$ cat src/rtl/hazard_ctrl.sv
// Pipeline hazard controller: operand forwarding, load-use interlock, redirect
// flush and multi-cycle-unit stall sequencing, with saturating stall/flush counters.
module hazard_ctrl #(
   parameter int REG_ADDR_W = 5,
   parameter int NUM_SRC    = 2,
   parameter int CNT_W      = 16
) (
   input  logic                          clk,
   input  logic                          rst,
   input  logic [NUM_SRC*REG_ADDR_W-1:0] ex_src_addr,
   input  logic [NUM_SRC*REG_ADDR_W-1:0] id_src_addr,
   input  logic [NUM_SRC-1:0]            id_src_used,
   input  logic [REG_ADDR_W-1:0]         ex_rd_addr,
   input  logic                          ex_reg_write_en,
   input  logic                          ex_mem_read,
   input  logic [REG_ADDR_W-1:0]         mem_rd_addr,
   input  logic                          mem_reg_write_en,
   input  logic [REG_ADDR_W-1:0]         wb_rd_addr,
   input  logic                          wb_reg_write_en,
   input  logic                          ex_redirect,
   input  logic                          mdu_start,
   input  logic                          mdu_done,
   output logic [2*NUM_SRC-1:0]          fwd_sel,
   output logic                          stall_if,
   output logic                          stall_id,
   output logic                          stall_ex,
   output logic                          flush_id,
   output logic                          flush_ex,
   output logic [CNT_W-1:0]              stall_count,
   output logic [CNT_W-1:0]              flush_count
);

   typedef enum logic {IDLE, BUSY} state_t;

   state_t state;
   logic   src_match;
   logic   load_use;

   always_comb begin
      fwd_sel = '0;
      for (int unsigned i = 0; i < NUM_SRC; i++) begin
         if (ex_src_addr[i*REG_ADDR_W +: REG_ADDR_W] != '0) begin
            if (mem_reg_write_en && mem_rd_addr == ex_src_addr[i*REG_ADDR_W +: REG_ADDR_W])
               fwd_sel[2*i +: 2] = 2'b01;
            else if (wb_reg_write_en && wb_rd_addr == ex_src_addr[i*REG_ADDR_W +: REG_ADDR_W])
               fwd_sel[2*i +: 2] = 2'b10;
         end
      end
   end

   always_comb begin
      src_match = 1'b0;
      for (int unsigned i = 0; i < NUM_SRC; i++) begin
         if (id_src_used[i] && id_src_addr[i*REG_ADDR_W +: REG_ADDR_W] == ex_rd_addr)
            src_match = 1'b1;
      end
      load_use = src_match && ex_mem_read && ex_reg_write_en && (ex_rd_addr != '0);
   end

   // Controls are combinational so the MDU release and redirect flush act in the same cycle.
   always_comb begin
      stall_if = 1'b0;
      stall_id = 1'b0;
      stall_ex = 1'b0;
      flush_id = 1'b0;
      flush_ex = 1'b0;
      if (!rst) begin
         if (state == BUSY && !mdu_done) begin
            stall_if = 1'b1;
            stall_id = 1'b1;
            stall_ex = 1'b1;
         end else if (state == IDLE && ex_redirect) begin
            flush_id = 1'b1;
            flush_ex = 1'b1;
         end else if (load_use) begin
            stall_if = 1'b1;
            stall_id = 1'b1;
            flush_ex = 1'b1;
         end
      end
   end

   always_ff @(posedge clk or posedge rst) begin
      if (rst) begin
         state <= IDLE;
      end else begin
         case (state)
            IDLE:    if (mdu_start && !ex_redirect) state <= BUSY;
            BUSY:    if (mdu_done) state <= IDLE;
            default: state <= IDLE;
         endcase
      end
   end

   always_ff @(posedge clk or posedge rst) begin
      if (rst) begin
         stall_count <= '0;
         flush_count <= '0;
      end else begin
         if (stall_if && stall_count != '1) stall_count <= stall_count + CNT_W'(1);
         if (flush_id && flush_count != '1) flush_count <= flush_count + CNT_W'(1);
      end
   end

endmodule
$ cat config.mk
export PLATFORM = sky130hd
export DESIGN_NAME = hazard_ctrl
export DESIGN_NICKNAME = d
export VERILOG_FILES = /design/src/rtl/hazard_ctrl.sv
export SDC_FILE = /design/constraint.sdc
export NUM_CORES = 1
export LEC_CHECK = 0
export ABC_AREA = 1
export ABC_CLOCK_PERIOD_IN_PS = 2100
export CAP_MARGIN = 5
export CORE_MARGIN = 1
export CORE_UTILIZATION = 45
export DETAILED_ROUTE_END_ITERATION = 7
export PLACE_DENSITY = 0.91
export SETUP_SLACK_MARGIN = 0.4
export SLEW_MARGIN = 15
export SYNTH_ARGS = -nofsm -noshare
export SYNTH_HDL_FRONTEND = slang
export SYNTH_SLANG_ARGS = --single-unit
$ cat constraint.sdc
create_clock -name clk -period 2.1 [get_ports clk]
set_clock_uncertainty 0.1 [all_clocks]
set_input_delay 0.21 -clock clk [delete_from_list [all_inputs] [get_ports clk]]
set_output_delay 0.21 -clock clk [all_outputs]
set_load 0.03 [all_outputs]
---- Word level (Yosys, flattened, before mapping) ----
Index checks and enable logic that the tools add are counted.
storage, ports and cells
  input bits .............................. 46
  logic and storage cells ................. 56
  bits in registers ....................... 33
cells by class
  multiplexer cells ....................... 23
  equality and inequality tests ........... 8
  bitwise logic cells ..................... 1
  reduce and logical (&&, ||, !) cells .... 19
  $add $sub $neg .......................... 2
operator list
  kind                                                              number
  16-bit by 1-bit adder with 16-bit output (second input constant)  2
  16-bit inequality test (second input constant)                    2
  5-bit == test                                                     6
  1-bit 2-to-1 mux                                                  16
  5-bit nonzero test                                                3
  1-bit logical AND                                                 14
  2-bit 2-to-1 mux                                                  6
  1-bit logical NOT                                                 2
  1-bit one-hot mux with 2 select lines                             1
  1-bit inverter                                                    1

---- Logic depth before layout (Yosys ltp) ----
  depth in word-level cells ............... 12
  gate-level depth with buffers ........... 12
  mapped depth without buffers ............ 11

---- Worst setup path before layout ----
OpenSTA, ideal clock, no wires.
  path type ............................... register -> output
  from .................................... register state
  to ...................................... output stall_if
  cell stages (with the launch flop) ...... 6
  path buffers ............................ 2
  path slack .............................. -0.078 ns
  data arrival time ....................... 1.868 ns
  cell sequence ........................... dfrtp_1 inv_2 or2_2 clkbuf_1 a21boi_0 buf_4
between the ends
  cells in the longest elaborated chain, start to end .. 5
RTL lines
  element                           RTL line  RTL
  start: declaration                35        state_t state;
  start signal: assignment          85        state <= IDLE;
  start signal: assignment          88        IDLE: if (mdu_start && !ex_redirect) state <= BUSY;
  start signal: assignment          89        BUSY: if (mdu_done) state <= IDLE;
  1-bit inverter                    -
  1-bit logical AND                 72        end else if (state == IDLE && ex_redirect) begin
  1-bit 2-to-1 mux                  -
  1-bit 2-to-1 mux * (2 in series)  -
  end: declaration                  24        output logic stall_if,
Mark *: on every way between the ends. The rest lies on a longest branch, timed or not.

---- Worst setup path in the final report ----
  from .................................... register stall_count[0]
  to ...................................... register stall_count[8]
between the ends
  cells in the longest elaborated chain, start to end .. 2
RTL lines
  element                                                                                           RTL line  RTL
  start: declaration                                                                                29        output logic [CNT_W-1:0] stall_count,
  start signal: assignment                                                                          100       if (stall_if && stall_count != '1) stall_count <= stall_count + CNT_W'(1);
  parallel branches: the longest is 2 deep, another holds 16-bit by 1-bit adder with 16-bit output  -
Several ways; the timed one is not identified.
A chain may end at the register's enable or synchronous reset.

==> results.py <==
metrics = {
    "flow_run": {
        "drv_cap": 0,
    },
    "clocking": {
        "clockBufferDepth": 2,
        "cts_buffers": 5,
        "htree_levels": 2,
        "cts.sinks": 33,
        "clk_latency_ns": 0.29,
        "cts_tree": "done",
        "clk_pin_slew_ns": 0.07,
        "clockRootBuffer": "clkbuf_8",
    },
    "synthesis": {
        "synth-edff-count": 0,
        "synth-seq-cells": 33,
        "netlist_instances": 351,
        "seq_area_frac_synth_pct": 34.07,
        "yosysUniqueCellTypes": 31,
        "synthArstFlopShare_pct": 100.0,
        "synth.net_count": 399,
        "ys.warnings.count": 0,
        "synth-main-ff-cell": "dfrtp_1",
        "synth.cell_area_um2": 2424,
        "synth_area_per_cell_um2": 6.905,
    },
    "pwr": {
        "power.leakage_nw": 2.003,
        "vdd_drop_max_mv": 0.4548,
        "power_density_nw_per_um2": 580.9,
    },
    "drt": {
        "drt-met1-wl_um": 3226,
        "first_pass_iters": 5,
        "wl_met3_um": 486,
        "top_layer": "met4",
        "route.detailed.drc": 0,
        "drt-initial-drc-count": 229,
        "routed_wl_um": 8218,
        "route.met2.wl_um": 4170,
        "num_vias": 2980,
        "via_per_inst": 5.508,
        "ant_nets": 0,
        "wl_per_cell_um": 15.19,
    },
    "finish": {
        "fillers": 392,
        "post-route-util_pct": 74.81,
        "nets": 518,
        "antennaDiodeCount": 0,
        "drive_above_1_share_pct": 26.11,
        "area_growth_pct": 58.65,
    },
    "critical_path": {
        "cp_cell_sequence": "ha_4, nand3_4, nor2_4, nand2_2, nor2_4, nand3_4, nand3_4, nand2_1, nand2_1",
        "critPathTopFamily": "simple AND/OR/NAND/NOR gates",
        "crit_fanout": 8,
        "crit_top_cell": "nand3_4",
        "cp.arrival_ns": 1.85,
        "worst_setup_path_start_kind": "flip-flop",
        "crit_buf_inv": 0,
        "cp-end-kind": "flip-flop",
        "required_ns": 2.23,
        "cp-startpoint": "stall_count[0]",
        "reg2reg_from": "stall_count[0]",
        "critical_path_class": "reg2reg",
        "slowest_delay_ns": 0.41,
        "critPathSlowestCell": "dfrtp_2",
    },
    "sta": {
        "finalSetupTns_ns": 0,
        "final-max-slew-violation-count": 0,
        "period_needed_ns": 1.729,
        "worstMarginPinSlew_ns": 0.4295,
        "timing.fmax_ghz": 0.5785,
        "setup_viol": 0,
        "timing.final.ws_setup_ns": 0.3714,
        "hold_ws_ns": 0.3716,
        "fin_crit_sh_pct": 82.31,
        "slew_headroom_pct": 71.37,
        "final-hold-violation-count": 0,
        "rsz0062_at_grt": "yes",
    },
    "grt": {
        "overflow": 0,
        "grt_pass1_vias": 2598,
        "grt_max_degree": 34,
        "grt_pass1_wl_um": 11720,
        "grt_usage_pct": 27.06,
        "antenna_found_initial": 0,
    },
    "die": {
        "start_util_pct": 47.15,
        "core_area_um2": 5140,
        "ioPinCount": 87,
        "rows": 26,
        "fp.dieW_um": 75.39,
        "dieArea_um2": 5683,
        "die_h_um": 75.39,
    },
    "placement": {
        "io_buffers": 86,
        "place_ws_ns": 0.08754,
        "dpl.hpwl_um": 5175,
        "gp_congestion": 0.8785,
    },
    "run_status": {
        "status": "completed",
    },
    "hold_path": {
        "hp-class": "in2reg",
        "worstHoldStart": "mdu_start",
    },
}
## worst reg2reg max path, stage by stage (launching register included)
cell and delay [ns]:
dfrtp_2 0.41, ha_4 0.17, nand3_4 0.09, nor2_4 0.13, nand2_2 0.08, nor2_4 0.19, nand3_4 0.18, nand3_4 0.20
nand2_1 0.07, nand2_1 0.07
## Yosys cell counts (all sizes together), types with 3 or more instances
master | number | area [um2]
nor2 | 36 | 150.1
nor3 | 9 | 50.05
nand2 | 118 | 450.4
nand4 | 24 | 150.1
buf | 4 | 28.78
dfrtp | 33 | 825.8
inv | 47 | 176.4
o21ai | 3 | 15.01
nor4 | 4 | 25.02
nand3 | 20 | 130.1
xor2 | 21 | 183.9
xnor2 | 8 | 70.07
a21oi | 4 | 23.77
o22ai | 7 | 43.79
## metal layers
layer	GRT usage (%)	vias up
met4	8.436	0
met5	0	-
met3	4.365	44
met2	48.51	167
li1	-	1383
met1	33.31	1386
## cell type report
type / count / area (um2) / share of cell area, %
inverters: 47 / 180.2 / 4.686
multi-input cells: 268 / 1644 / 42.76
clock buffers: 5 / 68.82 / 1.790
repair buffers: 115 / 1011 / 26.29
flip-flops and latches: 33 / 835.8 / 21.74
clock inverters: 3 / 17.52 / 0.4556
well taps: 70 / 87.58 / 2.278
## stage by stage
stage          power (mW)  instances  cell area, um2
6_report            2.233        541            3845
5_1_grt             2.354        541            3845
4_1_cts             2.046        526            3622
3_5_place_dp        1.611        509            3451
3_3_place_gp        1.588        509            3451
2_1_floorplan       1.260        351            2502
## path summary, 6_finish.rpt
path / slack [ns] / endpoint / depth (start not counted)
setup / recovery: 0.37 / stall_count[8] / 9
hold / removal: 0.37 / state / 3
setup reg to reg: 0.37 / stall_count[8] / 9
hold reg to reg: 0.43 / flush_count[15] / 2
max in group asynchronous: 1.07 / stall_count[3] / 4
min in group asynchronous: 0.51 / flush_count[4] / 4
## sequential cells by signal (all words and copies together), names as in the netlist
signal and count:
flush_count 16, stall_count 16, state 1
## cell usage in the layout, fill, tap and decap left out, types with 2 or more instances in the layout
| cell | count |
|---|---|
| dlygate4sd2_1 | 54 |
| clkbuf_2 | 3 |
| dfrtp_2 | 8 |
| a21oi_1 | 2 |
| nand2_1 | 100 |
| xor2_1 | 21 |
| a221oi_2 | 2 |
| nor2_2 | 7 |
| nand3_2 | 3 |
| nor2b_1 | 2 |
| buf_6 | 4 |
| inv_1 | 35 |
| dlymetal6s2s_1 | 6 |
| ha_4 | 2 |
| o21ai_1 | 2 |
| nand3_1 | 14 |
| buf_4 | 32 |
| clkinv_2 | 2 |
| nor3_1 | 5 |
| nor4_2 | 3 |
| xnor2_1 | 8 |
| nand3_4 | 6 |
| clkinvlp_4 | 2 |
| inv_2 | 11 |
| clkdlybuf4s50_1 | 9 |
| nor2_4 | 4 |
| clkbuf_8 | 5 |
| o22ai_1 | 7 |
| nand4_1 | 24 |
| nand2_2 | 17 |
| dfrtp_1 | 25 |
| clkdlybuf4s15_1 | 5 |
| a211oi_1 | 2 |
| clkdlybuf4s15_2 | 2 |
| nor3_2 | 3 |
| nor2_1 | 25 |
## logic make-up after synthesis
family | Yosys count | synth area share [%]
AO/OA/AOI/OAI | 20 | 5.421
XOR/XNOR | 29 | 10.48
adder cells (fa/ha/maj) | 2 | 1.032
buffers and inverters | 53 | 8.777
flip-flops | 33 | 34.07
AND/OR/NAND/NOR | 214 | 40.22
## report_power, final
part           leakage (nW)  internal (mW)  total (mW)  switching (mW)
Clock                0.0439          0.229       0.483           0.254
Combinational          1.53          0.403       0.900           0.496
Sequential            0.428          0.720       0.851           0.131
## repair_timing
action / in CTS / in global routing
setup buffers: 6 / 15
cloned: 3 / 0
pin swaps: 24 / 17
resized for setup: 93 / 47
setup endpoints to repair: 51 / 47
hold buffers: 0 / 0
(Power assumes the default switching activity.)
